**src/rtl/fetch_stage.sv**
```systemverilog
// IF stage: PC register, imem word addressing and the IF/ID pipeline register.
// Optional build macro FETCH_PERF_EN adds fetch/bubble performance counters.
module fetch_stage #(
  parameter logic [31:0] RESET_PC   = 32'h0000_0000,
  parameter int          IMEM_DEPTH = 100,
  parameter logic [31:0] NOP_INSTR  = 32'h0000_0013
) (
  input  logic        clk,
  input  logic        rst_n,
  input  logic        stall,
  input  logic        freeze,
  input  logic        flush,
  input  logic        redirect,
  input  logic [31:0] redirect_target,
  output logic [31:0] imem_addr,
  input  logic [31:0] imem_instr,
  output logic [31:0] pc,
  output logic [31:0] ifid_pc,
  output logic [31:0] ifid_instr,
  output logic        ifid_valid,
  output logic        misalign
`ifdef FETCH_PERF_EN
  ,
  output logic [31:0] perf_fetched,
  output logic [31:0] perf_bubbles
`endif
);

  typedef enum logic {RUN, HOLD} state_t;

  state_t      state, state_nx;
  logic        pend_v, pend_v_nx;
  logic [31:0] pend_t, pend_t_nx;
  logic        apply;
  logic [31:0] tgt;
  logic        oob;

  logic [31:0] pc_nx, ipc_nx, ins_nx;
  logic        v_nx, mis_nx;

  assign imem_addr = {2'b00, pc[31:2]};
  assign oob = ({2'b00, pc[31:2]} >= 32'(IMEM_DEPTH));

  // Freeze FSM: defer redirects while frozen, replay one on release
  always_comb begin
    state_nx  = state;
    pend_v_nx = pend_v;
    pend_t_nx = pend_t;
    apply     = 1'b0;
    tgt       = redirect_target;
    unique case (state)
      RUN: begin
        if (freeze) begin
          if (redirect) begin
            pend_t_nx = redirect_target;
            pend_v_nx = 1'b1;
            state_nx  = HOLD;
          end
        end else begin
          apply = redirect;
        end
      end
      HOLD: begin
        if (freeze) begin
          if (redirect) pend_t_nx = redirect_target;
        end else begin
          apply     = redirect | pend_v;
          tgt       = redirect ? redirect_target : pend_t;
          pend_v_nx = 1'b0;
          state_nx  = RUN;
        end
      end
      default: state_nx = RUN;
    endcase
  end

  // Datapath next values: redirect > stall > sequential
  always_comb begin
    pc_nx  = pc;
    ipc_nx = ifid_pc;
    ins_nx = ifid_instr;
    v_nx   = ifid_valid;
    mis_nx = 1'b0;
    if (!freeze) begin
      priority case (1'b1)
        apply: begin
          pc_nx  = {tgt[31:2], 2'b00};
          ins_nx = NOP_INSTR;
          v_nx   = 1'b0;
          mis_nx = |tgt[1:0];
        end
        stall: begin
          if (flush) begin
            ins_nx = NOP_INSTR;
            v_nx   = 1'b0;
          end
        end
        default: begin
          pc_nx = pc + 32'd4;
          if (flush) begin
            ins_nx = NOP_INSTR;
            v_nx   = 1'b0;
          end else if (oob) begin
            ipc_nx = pc;
            ins_nx = NOP_INSTR;
            v_nx   = 1'b0;
          end else begin
            ipc_nx = pc;
            ins_nx = imem_instr;
            v_nx   = 1'b1;
          end
        end
      endcase
    end
  end

  // State and pipeline registers
  always_ff @(posedge clk) begin
    if (!rst_n) begin
      state      <= RUN;
      pend_v     <= 1'b0;
      pend_t     <= 32'h0;
      pc         <= RESET_PC;
      ifid_pc    <= 32'h0;
      ifid_instr <= NOP_INSTR;
      ifid_valid <= 1'b0;
      misalign   <= 1'b0;
    end else begin
      state      <= state_nx;
      pend_v     <= pend_v_nx;
      pend_t     <= pend_t_nx;
      pc         <= pc_nx;
      ifid_pc    <= ipc_nx;
      ifid_instr <= ins_nx;
      ifid_valid <= v_nx;
      misalign   <= mis_nx;
    end
  end

`ifdef FETCH_PERF_EN
  logic ld;
  assign ld = !freeze && (apply || !stall || flush);

  // Count IF/ID loads by kind; stall-hold and frozen edges are not loads
  always_ff @(posedge clk) begin
    if (!rst_n) begin
      perf_fetched <= 32'h0;
      perf_bubbles <= 32'h0;
    end else if (ld) begin
      if (v_nx) perf_fetched <= perf_fetched + 32'd1;
      else      perf_bubbles <= perf_bubbles + 32'd1;
    end
  end
`endif

endmodule

```
**config.mk**
```make
export PLATFORM = sky130hd
export DESIGN_NAME = fetch_stage
export DESIGN_NICKNAME = d
export VERILOG_FILES = /design/src/rtl/fetch_stage.sv
export SDC_FILE = /design/constraint.sdc
export NUM_CORES = 1
export LEC_CHECK = 0
export BUFFER_PORTS_ARGS = -buffer_cell sky130_fd_sc_hd__buf_2
export CELL_PAD_IN_SITES_DETAIL_PLACEMENT = 1
export CELL_PAD_IN_SITES_GLOBAL_PLACEMENT = 1
export CORE_MARGIN = 1
export CORE_UTILIZATION = 37
export CTS_BUF_LIST = sky130_fd_sc_hd__clkbuf_4 sky130_fd_sc_hd__clkbuf_8 sky130_fd_sc_hd__clkbuf_16
export CTS_CLUSTER_DIAMETER = 40
export DETAILED_ROUTE_END_ITERATION = 10
export PLACE_DENSITY = 0.91
export SKIP_CTS_REPAIR_TIMING = 1
export SLEW_MARGIN = 20
export SYNTH_ARGS = -nofsm -noshare
export SYNTH_HDL_FRONTEND = slang
export SYNTH_SLANG_ARGS = --single-unit
```
**constraint.sdc**
```tcl
create_clock -name clk -period 2.5 [get_ports clk]
set_input_delay 0.125 -clock clk [delete_from_list [all_inputs] [get_ports clk]]
set_output_delay 0.125 -clock clk [all_outputs]
set_load 0.01 [all_outputs]
```
==> run_results.csv, run 1 <==
group,metric,value,unit
outcome,outcome,"complete, but fails checks",
outcome,failed_checks,"hold timing",
critical_path,path_class,"register to register",
floorplanning,die_area,16300,sq um
route,wl_per_cell,21.0,um
critical_path,path_cells,"nand4_4 > nor4_2 > nand3_1 > mux2_2 > o211a_1",
synth,synth_area_leaders,"dfxtp_1 44%, nand2_1 9.1%, a21boi_0 8.1%, buf_4 4.7%, a22o_1 4.3%",
floorplanning,core_area,15300,sq um
synth,ys_ff_latch,128,
global_routing,grt_max_degree,40,
power_and_ir_drop,power,5.45,mW
clocking,cts_tree,"built",
floorplanning,io_pins,200,
route,dr_wl_met3,1.53,mm
place,dpl.hpwl,14.9,mm
worst_hold_path,holdPathEnd,"pend_t[11]",
sta,period_share,88.8,%
critical_path,critPathMaxFanout,10,
sta,setup_viol,0,
global_routing,track_usage,25.5,%
sta,skew,0.0192,ns
clocking,cts_buffer_depth,2,
critical_path,cp.arrival,2.54,ns
worst_hold_path,hold_class,"input pin to register",
synth,synth_warnings,0,
critical_path,crit_family,"simple AND/OR/NAND/NOR gates",
route,drt-pass1-iter-count,5,
critical_path,rr_worst_depth,5,
synth,ys_types,51,
job,drv_cap,0,
critical_path,cpPeakStageDelay,0.57,ns
synth,synth_area_per_cell,8.67,sq um
global_routing,grt_overflow_total,0,
route,num_vias,5988,
sta,hold_viol_final,8,
synth,yosysTopAreaCell,"dfxtp_1",
synth,synth_area,5860,sq um
clocking,clockRootBuffer,"clkbuf_16",
synth,synth_cells,676,
worst_hold_path,min_path_cells,3,
clocking,numCtsBuffers,17,
floorplanning,rows,45,
global_routing,antenna_found_initial,0,
route,dr.first_iter.drc_count,440,
floorplanning,die_height,128,um
synth,synth-main-ff-cell,"dfxtp_1",
floorplanning,die_x,128,um
critical_path,path_buf_inv,0,
critical_path,cp_slowest_cell,"dfxtp_1",
finish,diodes,0,
floorplanning,start_util,38.3,%
clocking,clock-sinks,128,
sta,fin_tns_setup,0,ns
worst_hold_path,hold_start,"redirect_target[11]",
route,drt-total-wl,23.2,mm
synth,ys_seq_area_share,43.7,%
route,met2_length,11.5,mm
sta,final_max_slew_viol_count,0,
critical_path,reg2reg_to,"pc[22]",
clocking,htree_levels,4,
critical_path,start_kind,"register",
route,drc,0,
global_routing,grt_pass1_wl,31.6,mm
finish,final_layout_size_suffix_gt1_share,31.0,%
route,routed.top_layer,"met4",
place,io_buffers,193,
place,gp_congestion,0.934,
critical_path,rrSetupSlack,0.28,ns
power_and_ir_drop,ir_drop,0.000530,V
route,vias_per_cell,5.40,
critical_path,regToRegStartpoint,"pc[5]",
finish,area_growth,36.4,%
sta,holdWs,-0.0308,ns
synth,synthArstFlopShare,0,%
synth,synth_top_area_share,43.7,%
route,ant_nets,0,
sta,min_period,2.22,ns
global_routing,grt_pass1_vias,5725,
sta,rsz0062_at_grt,"no",
power_and_ir_drop,powerDensity,682,nW/um^2
critical_path,crit_path_end_kind,"register",
sta,relSlewSlack,57.0,%
sta,fmax,450,MHz
route,wl_met1,9.23,mm
synth,synth_edf_count,0,
power_and_ir_drop,p_leak,3.46,nW
critical_path,required,2.82,ns
finish,layout.nets,956,
clocking,path_clk_slew,0.06,ns
sta,worst_slew_pin_slew,0.643,ns
clocking,clk_latency,0.44,ns
## through the flow
step	cell area, sq um	std cells	worst slack [ns]	hold WS [ns]	util, %
2_1_floorplan	5880	681	0.563	0.251	-
3_3_place_gp	6850	1024	0.483	0.335	44.7
3_5_place_dp	6850	1024	0.367	0.340	44.7
4_1_cts	7470	1056	0.298	-0.105	48.8
5_1_grt	7990	1108	0.177	0.00649	52.2
6_report	7990	1108	0.280	-0.0308	52.2
## cell usage in the layout (no fill, tap or decap), drive strengths merged, types with 5 or more instances in the layout
cell / n
a21boi: 63
a21oi: 23
a22o: 29
a31oi: 5
and3: 5
buf: 217
clkbuf: 19
conb: 6
dfxtp: 128
dlygate4sd3: 52
inv: 17
mux2: 16
mux2i: 10
nand2: 142
nand3: 16
nand4: 15
nor2: 12
nor2b: 6
nor3: 10
nor4: 12
o211a: 5
o21ai: 23
o22ai: 7
xnor2: 9
xor2: 11
## cell usage after synthesis (3+ instances only)
library cell / number
inv_1: 12
mux2i_1: 10
and3_1: 5
o21ai_0: 23
o211a_1: 5
a21oi_1: 23
nand2b_1: 3
nand2_1: 142
dfxtp_1: 128
buf_4: 37
nor4_1: 11
a22o_1: 29
a21boi_0: 63
xnor2_1: 9
nand3_1: 16
nor3_1: 9
nor2_1: 12
buf_2: 6
mux2_2: 16
nor2b_1: 6
clkbuf_1: 42
nand4_1: 14
a31oi_1: 5
xor2_1: 11
o22ai_1: 7
## worst register-to-register path: stages (launching register included)
cell	delay, ns
dfxtp_1	0.57
nand4_4	0.23
nor4_2	0.51
nand3_1	0.26
mux2_2	0.35
o211a_1	0.20
## state kept, by name, summed over array words and instances (netlist names)
name and count:
state 1, misalign 1, ifid_pc 30, pc 30
pend_v 1, ifid_valid 1, ifid_instr 32, pend_t 32
## area by class of cell
cell class                      count  area [sq um]
Tap cell                          211           264
Fill cell                        1823          7320
Inverter                           12          45.0
Sequential cell                   128          2560
Clock buffer                       19           447
Clock inverter                     13           175
Timing Repair Buffer              269          1680
Multi-Input combinational cell    456          2820
## kinds of logic after synthesis
logic type / share of synthesized area (%)
fa+ha+maj: 0.427
simple gates: 18.6
mux: 4.78
compound gates: 20.7
xor+xnor: 2.99
other cells: 0.0640
flops: 43.7
buf+inv: 8.71
## worst max-delay path by stage
stage | start | endpoint | slack, ns | cells after the start
floorplan | pc[5] | pc[27] | 0.56 | 6
global placement | pc[5] | pc[25] | 0.48 | 5
detailed placement | pc[5] | pc[22] | 0.37 | 5
CTS | pc[5] | pc[22] | 0.30 | 5
global route | pc[5] | pc[20] | 0.18 | 5
finish | pc[5] | pc[22] | 0.28 | 5
## routing by layer
metal / global-route usage [%] / vias up
met1: 30.5 / 2926
met2: 43.2 / 259
met3: 6.43 / 65
met5: 0 / -
li1: - / 2738
met4: 10.8 / 0
## power breakdown
group | internal [mW] | total [mW] | switching (mW)
Clock | 1.63 | 2.67 | 1.04
Combinational | 0.264 | 0.589 | 0.325
Sequential | 2.10 | 2.19 | 0.0889
Total | 3.99 | 5.45 | 1.46
Power figures use the tool's default switching activity.
==> run 2, diff against run 1 <==
CELL_PAD_IN_SITES_DETAIL_PLACEMENT = unset   (was 1)
CELL_PAD_IN_SITES_GLOBAL_PLACEMENT = unset   (was 1)
CORE_UTILIZATION = 43   (was 37)
PLACE_DENSITY = 0.8   (was 0.91)
==> run_results.csv, run 2 (same netlist as run 1, synthesis figures left out) <==
group,metric,value,unit
outcome,outcome,"complete, but fails checks",
outcome,failed_checks,"hold timing",
clocking,cts_tree,"built",
place,dpl.hpwl,11.9,mm
route,drt-pass1-iter-count,5,
sta,worst_slew_pin_slew,0.695,ns
route,vias_per_cell,5.31,
place,pre_cts_slack,0.390,ns
critical_path,path_cells,"ha_1 > and4bb_2 > nor4b_2 > nand4_1 > xor2_1 > a21oi_1",
finish,regArea,2560,sq um
clocking,clockRootBuffer,"clkbuf_16",
floorplanning,die_height,119,um
place,gp_congestion,0.889,
sta,period_share,85.2,%
critical_path,start_kind,"register",
route,drt-total-wl,17.8,mm
sta,setup_slack,0.371,ns
critical_path,required,2.85,ns
finish,diodes,0,
sta,rsz0062_at_grt,"no",
critical_path,crit_path_end_kind,"register",
route,drc,0,
finish,multi_input_area,2820,sq um
floorplanning,core_area,13200,sq um
sta,setup_viol,0,
finish,layout_common_cells,"193 x buf_2, 142 x nand2_1, 128 x dfxtp_1, 63 x a21boi_0, 54 x dlygate4sd3_1",
critical_path,path_class,"register to register",
finish,layout.nets,952,
global_routing,grt_max_degree,82,
floorplanning,io_pins,200,
global_routing,grt_pass1_wl,26.4,mm
floorplanning,die_x,119,um
global_routing,grt_overflow_total,0,
finish,num-fill-cells,1184,
finish,fin_cells,1069,
critical_path,cp.arrival,2.48,ns
finish,mostFrequentLayoutCell,"buf_2",
critical_path,critPathMaxFanout,9,
finish,final_layout_size_suffix_gt1_share,30.5,%
clocking,cts_buffer_depth,2,
sta,fin_tns_setup,0,ns
finish,reg.largest.list,"ifid_instr x32, pend_t x32",
sta,hold_viol_final,7,
power_and_ir_drop,p_leak,3.44,nW
floorplanning,start_util,44.2,%
clocking,clock-sinks,128,
floorplanning,die_area,14100,sq um
route,wl_per_cell,16.7,um
finish,area_growth,35.8,%
floorplanning,rows,42,
sta,skew,0.00815,ns
worst_hold_path,hold_class,"input pin to register",
job,drv_cap,0,
clocking,path_clk_slew,0.06,ns
sta,holdWs,-0.0348,ns
power_and_ir_drop,powerDensity,678,nW/um^2
clocking,clk_latency,0.42,ns
route,num_vias,5674,
clocking,numCtsBuffers,17,
global_routing,grt_pass1_vias,5013,
sta,fmax,470,MHz
power_and_ir_drop,ir_drop,0.000460,V
global_routing,track_usage,24.1,%
sta,min_period,2.13,ns
route,dr.first_iter.drc_count,445,
place,io_buffers,193,
critical_path,cpPeakStageDelay,0.52,ns
route,ant_nets,0,
place,placed_cells,983,
clocking,htree_levels,4,
sta,final_max_slew_viol_count,0,
global_routing,antenna_found_initial,1,
critical_path,cp_slowest_cell,"dfxtp_1",
sta,relSlewSlack,53.3,%
-- run 2: where the power goes --
part | switching [mW] | total [mW] | internal [mW]
Clock | 0.936 | 2.64 | 1.71
Sequential | 0.0928 | 2.20 | 2.10
Combinational | 0.289 | 0.553 | 0.264
Total | 1.32 | 5.39 | 4.08
-- run 2: worst paths after layout --
| check | from | end | slack, ns | cells past startpoint |
|---|---|---|---|---|
| worst max-delay path | pc[2] | pc[28] | 0.37 | 6 |
| worst min-delay path | redirect_target[30] | pend_t[30] | -0.03 | 3 |
| worst max register to register | pc[2] | pc[28] | 0.37 | 6 |
| worst min register to register | ifid_pc[9] | ifid_pc[9] | 0.46 | 2 |
-- run 2: final cells by class --
cell class / count / area share (%)
Multi-Input combinational cell: 456 / 35.4
Sequential cell: 128 / 32.2
Timing Repair Buffer: 265 / 21.1
Clock buffer: 19 / 5.61
Tap cell: 176 / 2.77
Clock inverter: 13 / 2.34
Inverter: 12 / 0.566
-- run 2: routing by layer --
layer  vias up  GRT usage, %  routed length (um)
met4         2          8.47                 360
met2       249          39.4                8480
li1       2726             -                   -
met3        35          7.00                1180
met5         -             0                  13
met1      2662          30.0                7770
-- run 2: critical path, delay by kind of cell, from the launching register on --
family          cells  cell delay [ns]
simple gates        3             0.98
flops               1             0.52
fa+ha+maj           1             0.24
xor+xnor            1             0.17
compound gates      1             0.14
-- run 2: stage by stage --
| step | utilization, % | area [sq um] | power, mW | hold slack (ns) |
|---|---|---|---|---|
| floorplan | - | 5880 | 2.53 | 0.251 |
| global placement | 51.2 | 6780 | 2.71 | 0.334 |
| detailed placement | 51.2 | 6780 | 2.71 | 0.340 |
| CTS | 56.0 | 7420 | 5.35 | -0.102 |
| global route | 60.1 | 7960 | 5.57 | 0.00245 |
| finish | 60.1 | 7960 | 5.39 | -0.0348 |
